File: config.mk
export PLATFORM = sky130hd
export DESIGN_NAME = lsu
export DESIGN_NICKNAME = d
export VERILOG_FILES = /design/src/rtl/lsu.sv
export SDC_FILE = /design/constraint.sdc
export NUM_CORES = 1
export LEC_CHECK = 0
export ABC_CLOCK_PERIOD_IN_PS = 5300
export CAP_MARGIN = 25
export CORE_ASPECT_RATIO = 1.1
export CORE_MARGIN = 3
export CORE_UTILIZATION = 47
export CTS_BUF_LIST = sky130_fd_sc_hd__clkbuf_8
export CTS_CLUSTER_DIAMETER = 40
export DETAILED_ROUTE_END_ITERATION = 6
export PLACE_DENSITY = 0.88
export REMOVE_ABC_BUFFERS = 1
export SLEW_MARGIN = 20
export SYNTH_ARGS = -nofsm -noshare
export SYNTH_HDL_FRONTEND = slang
export SYNTH_SLANG_ARGS = --single-unit
File: constraint.sdc
create_clock -name clk_i -period 5.3 [get_ports clk_i]
set_input_delay 1.59 -clock clk_i [delete_from_list [all_inputs] [get_ports clk_i]]
set_output_delay 1.59 -clock clk_i [all_outputs]
set_load 0.02 [all_outputs]
File: src/rtl/lsu.sv
// rtl/lsu.sv - load/store unit: one outstanding access, aligned bus word requests, extended load data
module lsu (
  input  logic        clk_i,
  input  logic        rst_i,
  input  logic        req_valid_i,
  output logic        req_ready_o,
  input  logic        mem_wen_i,
  input  logic [2:0]  mem_op_i,
  input  logic [31:0] addr_i,
  input  logic [31:0] wdata_i,
  output logic        resp_valid_o,
  input  logic        resp_ready_i,
  output logic [31:0] rdata_o,
  output logic        err_o,
  output logic        bus_req_valid_o,
  input  logic        bus_req_ready_i,
  output logic        bus_wen_o,
  output logic [31:0] bus_addr_o,
  output logic [31:0] bus_wdata_o,
  output logic [3:0]  bus_wmask_o,
  input  logic        bus_rsp_valid_i,
  input  logic [31:0] bus_rdata_i,
  input  logic        bus_rsp_err_i
);

  typedef enum logic [1:0] {IDLE, BUS_REQ, BUS_WAIT, RESP} state_t;

  state_t      state_q;
  logic [2:0]  op_q;
  logic [1:0]  lo_q;
  logic        resp_valid_q, err_q, bus_req_valid_q, bus_wen_q;
  logic [31:0] rdata_q, bus_addr_q, bus_wdata_q;
  logic [3:0]  bus_wmask_q;

  logic        bad_d;
  logic [31:0] bus_wdata_d, load_d, shifted_d;
  logic [3:0]  bus_wmask_d;
  logic [15:0] half_d;

  always_comb begin
    // Reserved encodings, unsigned stores, or a size not naturally aligned.
    bad_d = (mem_op_i == 3'b011) || (mem_op_i[2:1] == 2'b11) || (mem_wen_i && mem_op_i[2]) ||
            (mem_op_i[1:0] == 2'b01 && addr_i[0]) ||
            (mem_op_i[1:0] == 2'b10 && addr_i[1:0] != 2'b00);
    bus_wdata_d = 32'd0;
    bus_wmask_d = 4'b0000;
    if (mem_wen_i) begin
      case (mem_op_i[1:0])
        2'b00: begin
          bus_wdata_d = {4{wdata_i[7:0]}};
          bus_wmask_d = 4'b0001 << addr_i[1:0];
        end
        2'b01: begin
          bus_wdata_d = {2{wdata_i[15:0]}};
          bus_wmask_d = addr_i[1] ? 4'b1100 : 4'b0011;
        end
        default: begin
          bus_wdata_d = wdata_i;
          bus_wmask_d = 4'b1111;
        end
      endcase
    end
    shifted_d = bus_rdata_i >> {lo_q, 3'b000};
    half_d    = lo_q[1] ? bus_rdata_i[31:16] : bus_rdata_i[15:0];
    case (op_q)
      3'b000:  load_d = {{24{shifted_d[7]}}, shifted_d[7:0]};
      3'b100:  load_d = {24'd0, shifted_d[7:0]};
      3'b001:  load_d = {{16{half_d[15]}}, half_d};
      3'b101:  load_d = {16'd0, half_d};
      default: load_d = bus_rdata_i;
    endcase
  end

  always_ff @(posedge clk_i) begin
    if (rst_i) begin
      state_q         <= IDLE;
      op_q            <= 3'd0;
      lo_q            <= 2'd0;
      resp_valid_q    <= 1'b0;
      err_q           <= 1'b0;
      rdata_q         <= 32'd0;
      bus_req_valid_q <= 1'b0;
      bus_wen_q       <= 1'b0;
      bus_addr_q      <= 32'd0;
      bus_wdata_q     <= 32'd0;
      bus_wmask_q     <= 4'd0;
    end else begin
      case (state_q)
        IDLE: if (req_valid_i) begin
          op_q <= mem_op_i;
          lo_q <= addr_i[1:0];
          if (bad_d) begin
            err_q        <= 1'b1;
            rdata_q      <= 32'd0;
            resp_valid_q <= 1'b1;
            state_q      <= RESP;
          end else begin
            bus_addr_q      <= {addr_i[31:2], 2'b00};
            bus_wen_q       <= mem_wen_i;
            bus_wdata_q     <= bus_wdata_d;
            bus_wmask_q     <= bus_wmask_d;
            bus_req_valid_q <= 1'b1;
            state_q         <= BUS_REQ;
          end
        end
        BUS_REQ: if (bus_req_ready_i) begin
          bus_req_valid_q <= 1'b0;
          state_q         <= BUS_WAIT;
        end
        BUS_WAIT: if (bus_rsp_valid_i) begin
          err_q        <= bus_rsp_err_i;
          rdata_q      <= (bus_rsp_err_i || bus_wen_q) ? 32'd0 : load_d;
          resp_valid_q <= 1'b1;
          state_q      <= RESP;
        end
        RESP: if (resp_ready_i) begin
          resp_valid_q <= 1'b0;
          state_q      <= IDLE;
        end
        default: state_q <= IDLE;
      endcase
    end
  end

  assign req_ready_o     = (state_q == IDLE);
  assign resp_valid_o    = resp_valid_q;
  assign rdata_o         = rdata_q;
  assign err_o           = err_q;
  assign bus_req_valid_o = bus_req_valid_q;
  assign bus_wen_o       = bus_wen_q;
  assign bus_addr_o      = bus_addr_q;
  assign bus_wdata_o     = bus_wdata_q;
  assign bus_wmask_o     = bus_wmask_q;

endmodule

==> results.json <==
{
  "status": "completed",
  "dieArea_um2": 11700,
  "start_util": 0.488,
  "clock-sinks": 109,
  "cp_max_fo": 32,
  "synth_top_area_share": 0.446,
  "cts_buffers": 9,
  "totalWireLength_um": 14900,
  "powerDensity_nw_per_um2": 303,
  "fin_skew_ns": 0.0107,
  "synth.most_common_cell": "dfxtp_1",
  "comb_power_share": 0.351,
  "path_cells": "clkdlybuf4s50_1 > a221oi_4 > o31ai_4 > a21oi_4 > a22o_1",
  "power_frac_seq": 0.433,
  "post-cts-setup-buffers": 0,
  "yosys_warnings": 0,
  "num_vias": 4598,
  "postSynthCellCount": 510,
  "fmax_mhz": 265,
  "setup.worst_path.end_class": "flip-flop",
  "synthTopCellsByCount": "dfxtp_1, nand2_1, a21oi_1",
  "dieHeight_um": 113,
  "fin_crit_sh": 0.712,
  "grt_pass1_wl_um": 23200,
  "critPathArrivalTime_ns": 4.09,
  "start_kind": "input port",
  "slew_headroom": 0.339,
  "critical_path.top_delay_family": "compound AO/OA/AOI/OAI gates",
  "antenna_found_initial": 0,
  "cts_tree": "built",
  "area_delta_synth_final_pct": 46.3,
  "crit_type": "in2reg",
  "power_mw": 2.17,
  "postRouteAntennaNets": 0,
  "viasPerCell": 5.46,
  "crit_buf_inv": 1,
  "dp_slack_ns": 1.16,
  "place.gp.congestion": 0.898,
  "fin_tns_setup_ns": 0,
  "fin_cells": 842,
  "holdWs_ns": 0.464,
  "cap_violations": 0,
  "critPathMaxStageDelay_ns": 0.80,
  "ctsLongestPathBuffers": 2,
  "rsz0062_at_grt": "false",
  "grt_usage": 0.251,
  "design_area_um2": 7160,
  "hold_viol": 0,
  "worst_pin_slew_ns": 0.988,
  "io_buffers": 209,
  "finalCriticalPeriod_ns": 3.78,
  "syn_area_per_cell_um2": 9.59,
  "nets": 809,
  "slew_viol_final": 0,
  "grt_max_degree": 48,
  "antenna_cells": 0,
  "place_hpwl_um": 11000,
  "synth_edf_count": 0,
  "drt_iter0_markers": 211,
  "fin_util": 0.714,
  "drive_gt1_frac": 0.0712,
  "drc": 0,
  "p_clk_frac": 0.216,
  "cts_hold_buf": 0,
  "cts.clk_slew.worst_paths_ns": 0.11,
  "hold_path.class": "reg2reg",
  "clockRootBuffer": "clkbuf_8",
  "synthTopCellsByArea": "dfxtp_1, o2bb2ai_1, nand2_1, a21oi_1, mux2i_1",
  "ys_ff_latch": 109,
  "grt_overflow": 0,
  "ys_seq_area_frac": 0.446,
  "ys_types": 57,
  "wire_per_inst_um": 17.6,
  "htree_levels": 3,
  "timing.final.ws_setup_ns": 1.52,
  "p_leak_nw": 2.59,
  "cp.required_ns": 5.61,
  "switching_share": 0.357,
  "intPower_mw": 1.39,
  "dr.pass1.iters": 4,
  "synth_flop_cell": "dfxtp_1",
  "ioPinCount": 212,
  "async_reset_ff_frac": 0,
  "cp_slowest_cell": "a21oi_4",
  "yosysTopAreaCell": "dfxtp_1",
  "setup_viol_count_final": 0,
  "ctsResizeCount": 0,
  "dp_cells": 825,
  "n_fill_cell": 741,
  "post_dp_cell_area_um2": 6980,
  "grt_pass1_vias": 4616,
  "fp-row-count": 38,
  "p_switching_uw": 775,
  "core_um2": 10000,
  "syn_area_um2": 4890,
  "ir_drop_mv": 0.181,
  "clock_latency_ns": 0.37,
  "die_x_um": 103
}
## sequential cells by signal (all words and copies together) (netlist names)
signal	flops
bus_wmask_o	4
bus_wdata_o	32
err_o	1
resp_valid_o	1
bus_req_valid_o	1
bus_wen_o	1
lo_q	2
bus_addr_o	30
rdata_o	32
op_q	3
state_q	2
## metal layers
layer | wire [um] | share of wire | up-vias | track usage
met5 | 0 | 0 | - | 0
met1 | 5810 | 0.39 | 2181 | 0.284
li1 | - | - | 2213 | -
met3 | 1200 | 0.081 | 22 | 0.0709
met4 | 227 | 0.015 | 0 | 0.0812
met2 | 7630 | 0.51 | 182 | 0.447
## final cells by class
cell class / instances / area, um^2 / share of cell area
clock buffer: 9 / 124 / 0.0173
clock inverter: 7 / 48.8 / 0.00682
inverter: 15 / 56.3 / 0.00786
multi-input combinational: 346 / 2430 / 0.340
sequential: 109 / 2180 / 0.305
tap: 140 / 175 / 0.0245
timing repair buffer: 216 / 2140 / 0.299
## layout by cell type (no fill, tap or decap), drive strengths merged, types with 2 or more instances in the layout
cell type      instances
a21o                   3
a21oi                 60
a221oi                 2
a22o                  24
a2bb2oi                2
a32o                   2
buf                    8
clkbuf                 9
clkdlybuf4s50        208
clkinv                 4
conb                   2
dfxtp                109
ha                     5
inv                   17
mux2                   4
mux2i                 27
nand2                 85
nand2b                 9
nand3                  5
nor2                   9
nor2b                  5
nor3                   2
nor3b                  3
o211ai                 6
o21ai                 12
o21ba                  2
o21bai                 3
o221ai                 4
o22ai                  7
o2bb2ai               49
## worst paths after layout
path | startpoint | endpoint | slack [ns] | depth (start not counted)
setup / recovery | mem_op_i[1] | rdata_o[7] | 1.52 | 5
hold / removal | bus_addr_o[4] | bus_addr_o[4] | 0.46 | 2
setup reg to reg | lo_q[1] | rdata_o[20] | 2.66 | 4
hold reg to reg | bus_addr_o[4] | bus_addr_o[4] | 0.46 | 2
## worst reg2reg max path: stages, from the launching register on
cell       delay [ns]
dfxtp_1          0.99
mux4_2           0.65
nor2b_4          0.15
o211ai_4         0.56
o2bb2ai_1        0.16
## power groups by stage
stage	clock network, mW	registers (mW)	logic, mW
after floorplan	0	1.01	0.372
after global placement	0	0.952	0.731
after detailed placement	0	0.955	0.755
after CTS	0.475	0.937	0.758
after global routing	0.514	0.948	0.823
final	0.468	0.938	0.761
## cells by family after synthesis
group	after synthesis	synth area share
multiplexers	32	0.0690
flip-flops	109	0.446
buffers and inverters	56	0.0575
AO/OA/AOI/OAI	182	0.292
other	1	0.000766
adder cells (fa/ha/maj)	5	0.0128
AND/OR/NAND/NOR	125	0.122
Note: power is estimated with default switching activity, not from simulation.
==> patch 1 (config.mk and constraints unchanged) <==
Make the reset (`rst_i`) asynchronous in one clocked block.
--- a/src/rtl/lsu.sv
+++ b/src/rtl/lsu.sv
@@ -72,5 +72,5 @@
   end
 
-  always_ff @(posedge clk_i) begin
+  always_ff @(posedge clk_i or posedge rst_i) begin
     if (rst_i) begin
       state_q         <= IDLE;
Function: differs if rst_i is asserted again (counterexample within 4 cycles, from zero or initial values and one cycle with rst_i high); with rst_i held inactive, the same outputs for 4 cycles.
==> patch 1 against the original RTL <==
Setup slack improved by 0.21 ns. Wire length rose by 7.5%. Cell area rose by 10%. Count of clock-buffer cells in the layout rose by 1. Area after synthesis rose by 12%. Sequential cell count did not move. Highest routed layer unchanged. Clock skew rose by 0.0054 ns.
Power is not compared: it rests on default switching activity, and its combinational part moved more than twofold at a synthesized area within 25%.
==> patch 1: results (changes against the original RTL) <==
Parameter                              Value

Yosys
  Syn avg cell area ... 9.866 µm² (+2.8%)
  Sequential area share after synthesis ... 0.4964 (+0.05044)
  Main flop type after synthesis ... dfrtp_1
  Number of synthesis warnings ... 0 (unchanged)
  Distinct cells, synth ... 45 (-21%)
  Top cells by area, synth ... dfrtp_1 50%, mux2_2 9.2%, nand2_1 8.2%, o21ai_0 7.3%, a21oi_1 2.6%
  Top cell types by occurrence after synthesis ... 120 x nand2_1, 109 x dfrtp_1, 80 x o21ai_0
  Proportion of register bits with asynchronous set or reset after synthesis ... 1.000 (+1.000)

Drt
  Avg Vias per Cell ... 5.597 (+2.5%)
  Drt first pass iters ... 5 (+1)
  Routed len/inst ... 17.88 µm (+1.3%)
  Overall via count from detail_route ... 4998 (+8.7%)
  DRC marker count from the first detailed-route iteration ... 263 (+25%)

Setup path
  Timing endpoint of the critical path ... bus_addr_o[25]$_DFFE_PP0P_
  Worst reg2reg path depth ... 4 (unchanged)
  Reg2Reg Launch Point ... op_q[1]$_DFFE_PP0P_
  Endpoint of the worst register-to-register path ... rdata_o[17]$_DFFE_PP0P_
  Data arrival at the endpoint of the critical path ... 3.83 ns (-0.26 ns)
  First element of the critical path ... mem_op_i[0]
  Register-to-register setup slack ... 2.84 ns (+0.18 ns)
  Peak fanout along the critical path ... 49 (+53%)

Power and ir drop
  Worst supply voltage drop on vdd ... 0.2936 mV
  Standby leakage power ... 3.337 nW

Placed design
  Post-Place Cells ... 877 (+6.3%)
  Instance area after placement ... 7660 µm² (+9.8%)
  Detailed placement HPWL ... 11.80 mm (+7.3%)
  Final GP Congestion ... 0.9344 (+4.0%)
  Worst slack at placement ... 1.335 ns (+0.1706 ns)

Clock tree
  Number of buffers inserted to repair setup after CTS ... 0 (unchanged)

Cells and area
  Nets@finish ... 853 (+5.4%)
  Proportion of layout cells with a drive suffix above 1 ... 0.1180 (+0.04674)

Global route
  Wire length of the first global-routing pass ... 25.72 mm (+11%)
  Total routing resource utilization after global routing ... 0.2499 (-0.001125)
  Number of global-route vias before repair ... 5114 (+11%)
  Pin count of the biggest net entering global routing ... 52 (+8.3%)

Timing
  Final Cycle Share ... 0.6729 (-0.03944)
  Worst Tran Pin Value ... 1.051 ns (+0.06314 ns)
  Max Clock Skew ... 0.01608 ns (+0.005359 ns)

Run status
  Status ... finished clean
patch 1: changes by cell type in the layout (fill, tap and decap cells not counted), moves of 8 or more:
cell / delta
o2bb2ai_2: -10
a21oi_1: -31
dfxtp_1: -109
mux2_2: +42
o2bb2ai_1: -39
o21ai_0: +68
a22o_1: -24
dfrtp_1: +109
and2_1: +8
nand2_1: +35
mux2i_1: -14
patch 1: logic make-up after synthesis:
logic type,Yosys count,synth area share
compound gates,144,0.1530
fa+ha+maj,5,0.01138
buf+inv,56,0.04394
flops,109,0.4964
mux,69,0.1528
other cells,1,0.0006824
simple gates,173,0.1418
patch 1: layout make-up:
| class | count | area (µm²) |
|---|---|---|
| Multi-Input combinational cell | 393 | 2544 |
| Timing Repair Buffer | 218 | 2172 |
| Tap cell | 147 | 183.9 |
| Sequential cell | 109 | 2728 |
| Clock inverter | 6 | 70.07 |
| Inverter | 10 | 40.04 |
| Clock buffer | 10 | 137.6 |
| Fill cell | 800 | 3286 |
patch 1: power breakdown:
| group | switching [mW] | leakage (nW) | internal, mW |
|---|---|---|---|
| Sequential | 0.328 | 1.41 | 1.19 |
| Clock | 0.297 | 0.107 | 0.236 |
| Combinational | 1.12 | 1.82 | 1.09 |
| Total | 1.74 | 3.34 | 2.51 |
patch 1: routing by layer:
layer,global-route usage,part of all wire,up-vias
li1,-,-,2305
met1,0.3078,0.38,2395
met2,0.4209,0.50,268
met3,0.05962,0.092,30
met4,0.09392,0.026,0
met5,0,0,-
patch 1: worst min path at each step:
stage / from / to / slack [ns] / cells past startpoint
after floorplan: op_q[2]$_DFFE_PP0P_ / op_q[2]$_DFFE_PP0P_ / 0.48 / 1
after global placement: rdata_o[2]$_DFFE_PP0P_ / rdata_o[2]$_DFFE_PP0P_ / 0.46 / 2
after detailed placement: rdata_o[2]$_DFFE_PP0P_ / rdata_o[2]$_DFFE_PP0P_ / 0.46 / 2
after CTS: rdata_o[2]$_DFFE_PP0P_ / rdata_o[2]$_DFFE_PP0P_ / 0.49 / 2
after global routing: rdata_o[2]$_DFFE_PP0P_ / rdata_o[2]$_DFFE_PP0P_ / 0.51 / 2
final: rdata_o[2]$_DFFE_PP0P_ / rdata_o[2]$_DFFE_PP0P_ / 0.48 / 2
patch 1: critical path: stages:
cell             delay, ns
clkdlybuf4s50_1       0.46
buf_4                 0.24
a221o_1               0.30
a21bo_4               0.60
buf_12                0.26
mux2_2                0.35
==> patch 2 (config.mk and constraints unchanged) <==
Without the edit above. Put one more register stage on the output `err_o`, cleared by the reset. The value now appears one clock later. The other outputs are not delayed to match.
--- a/src/rtl/lsu.sv
+++ b/src/rtl/lsu.sv
@@ -126,5 +126,11 @@
   assign resp_valid_o    = resp_valid_q;
   assign rdata_o         = rdata_q;
-  assign err_o           = err_q;
+  always_ff @(posedge clk_i) begin
+    if (rst_i) begin
+      err_o <= '0;
+    end else begin
+      err_o <= err_q;
+    end
+  end
   assign bus_req_valid_o = bus_req_valid_q;
   assign bus_wen_o       = bus_wen_q;
Formal check against the unedited RTL: not equivalent (Yosys sat finds a counterexample within 4 cycles, from zero or initial values and one cycle with rst_i high).
==> patch 2 against the original RTL <==
Wire length grew 5.5%. Final cell count fell by 1.7%. Cell area is 0.45% higher. Setup slack worse by 0.15 ns. Area after synthesis decreased by 1.2%. Sequential cell count up 1. Total power increased by 1.4%.
==> patch 2: results (changes against the original RTL) <==
Parameter                              Value

Cells and area
  Antenna Diode Count ... 0 (unchanged)
  Nets@finish ... 815 (+0.74%)
  Proportion of layout cells with a drive suffix above 1 ... 0.05791 (-0.01332)

Global route
  Pin count of the biggest net entering global routing ... 48 (unchanged)
  Wire length of the first global-routing pass ... 24.27 mm (+4.8%)
  Antenna violations before repair ... 0 (unchanged)
  Sum of overflow across all layers after global routing ... 0 (unchanged)
  Total routing resource utilization after global routing ... 0.2662 (+0.01523)
  Number of global-route vias before repair ... 4908 (+6.3%)

Timing
  Final Cycle Share ... 0.7407 (+0.02833)
  Max Clock Skew ... 0.01558 ns (+0.004859 ns)
  Relative max-transition margin ... 0.3855 (+0.04649)
  Number of endpoints failing setup at the final stage ... 0 (unchanged)

Yosys
  Distinct cells, synth ... 46 (-19%)
  Number of synthesis warnings ... 0 (unchanged)
  Proportion of register bits with asynchronous set or reset after synthesis ... 0 (unchanged)
  Sequential area share after synthesis ... 0.4553 (+0.009329)
  Main flop type after synthesis ... dfxtp_1
  Top cells by area, synth ... dfxtp_1 46%, o2bb2ai_1 7.6%, mux2i_1 7.0%, nand2_1 6.7%, a21oi_1 5.2%
  Top cell types by occurrence after synthesis ... 110 x dfxtp_1, 86 x nand2_1, 50 x a21oi_1

Placed design
  Instance area after placement ... 6967 µm² (-0.18%)
  Count of port buffers added during placement ... 209 (unchanged)
  Final GP Congestion ... 0.8791 (-2.1%)
  Detailed placement HPWL ... 11.44 mm (+4.0%)

Clock tree
  Number of buffers inserted to repair setup after CTS ... 0 (unchanged)
  Inserted Clock Buffers ... 9 (unchanged)
  Clock transition at the registers of the reported paths ... approximately 0.10 ns
  Root buffer cell ... clkbuf_8
  Quantity of gates resized following cts ... 0 (unchanged)
  CTS H-Tree Depth ... 3 (unchanged)
  Clock Tree Buf Depth ... 2 (unchanged)
  Worst-skew pair later-pin latency ... approximately 0.38 ns
  CTS sink cnt ... 110 (+0.92%)

Run status
  Status ... finished clean

Worst hold path
  Type of the worst min-delay path ... register to register
  Count of cells along the worst hold path ... 2 (unchanged)
  Hold Path Sink ... bus_addr_o[14]$_SDFFE_PP0P_
  Hold Crit Start ... bus_addr_o[14]$_SDFFE_PP0P_

Setup path
  Top delay family on crit path ... simple AND/OR/NAND/NOR gates
  Stage delay of the slowest cell on the critical path ... 0.68 ns (-0.12 ns)
  Reg2Reg Launch Point ... state_q[0]$_SDFFE_PP0P_
  Register-to-register setup slack ... 2.35 ns (-0.31 ns)
  Data arrival at the endpoint of the critical path ... 4.22 ns (+0.13 ns)
  Worst reg2reg path depth ... 6 (+2)
  Cell with the biggest individual delay on the critical path ... nand3b_1
  Endpoint of the worst register-to-register path ... bus_wdata_o[20]$_SDFFE_PP0P_
  Peak fanout along the critical path ... 20 (-38%)

Drt
  Drt first pass iters ... 5 (+1)
  DRC marker count from the first detailed-route iteration ... 221 (+4.7%)
  Routed Wire Length ... 15.68 mm (+5.5%)
  Avg Vias per Cell ... 5.725 (+4.8%)

Power and ir drop
  Standby leakage power ... 2.584 nW (-0.22%)
  Worst supply voltage drop on vdd ... 0.1558 mV (-14%)
-- patch 2: cell types whose count changed after synthesis, sizes merged, moves of 7 or more --
cell	before	now
a21oi	60	50
a22oi	0	16
a32o	2	9
buf	24	13
clkbuf	17	30
inv	15	8
mux2i	27	34
nor2b	5	12
o2bb2ai	49	42
-- patch 2: worst max path at each step --
stage / startpoint / end / slack [ns] / depth (start not counted)
2_1_floorplan: addr_i[0] / bus_wdata_o[10]$_SDFFE_PP0P_ / 1.73 / 4
3_3_place_gp: mem_op_i[0] / bus_wdata_o[12]$_SDFFE_PP0P_ / 1.21 / 5
3_5_place_dp: addr_i[0] / bus_wdata_o[20]$_SDFFE_PP0P_ / 0.96 / 5
4_1_cts: addr_i[0] / bus_wdata_o[22]$_SDFFE_PP0P_ / 1.34 / 5
5_1_grt: addr_i[0] / bus_wdata_o[22]$_SDFFE_PP0P_ / 1.21 / 5
6_report: addr_i[0] / bus_wdata_o[20]$_SDFFE_PP0P_ / 1.37 / 5
-- patch 2: metal layers --
layer | track usage | wire (µm) | part of all wire
met5 | 0 | 0 | 0
met4 | 0.1059 | 403 | 0.026
met3 | 0.08266 | 1451 | 0.093
met2 | 0.4565 | 8025 | 0.51
met1 | 0.3037 | 5798 | 0.37
-- patch 2: power breakdown --
group / leakage (nW) / switching [mW] / internal (mW)
sequential: 0.891 / 0.0485 / 0.889
combinational: 1.59 / 0.405 / 0.337
clock: 0.102 / 0.287 / 0.230
total: 2.58 / 0.740 / 1.46
-- patch 2: worst register-to-register path, stage by stage, from the launching register on --
cell and delay (ns):
dfxtp_1 0.35, inv_1 0.13, ha_1 0.43, nand2_1 0.31, o21ba_1 0.60, nand3b_1 0.68, o2bb2ai_1 0.36
-- patch 2: metrics by stage --
stage	cells	worst slack (ns)	hold slack [ns]	power, mW
floorplan	474	1.733	0.4396	1.347
global placement	809	1.207	0.4420	1.639
detailed placement	810	0.9619	0.4456	1.680
CTS	826	1.345	0.4591	2.189
global route	828	1.205	0.4813	2.303
finish	828	1.374	0.4614	2.196
-- patch 2: cells by family (layout without fill, tap and decap cells) --
family          count (synthesis)  in the layout  synth area share
compound gates                176            176            0.2685
mux                            42             42           0.08898
fa+ha+maj                       5              5           0.01293
simple gates                  131            131            0.1283
other cells                     1              2         0.0007753
buf+inv                        51            242           0.04527
flops                         110            110            0.4553
-- patch 2: cell type report --
type / instances / area (µm²)
clock inverters: 6 / 61.31
fillers: 751 / 2745
inverters: 8 / 30.03
clock buffers: 10 / 137.6
well taps: 120 / 150.1
flip-flops and latches: 110 / 2202
repair buffers: 218 / 2170
multi-input cells: 356 / 2441
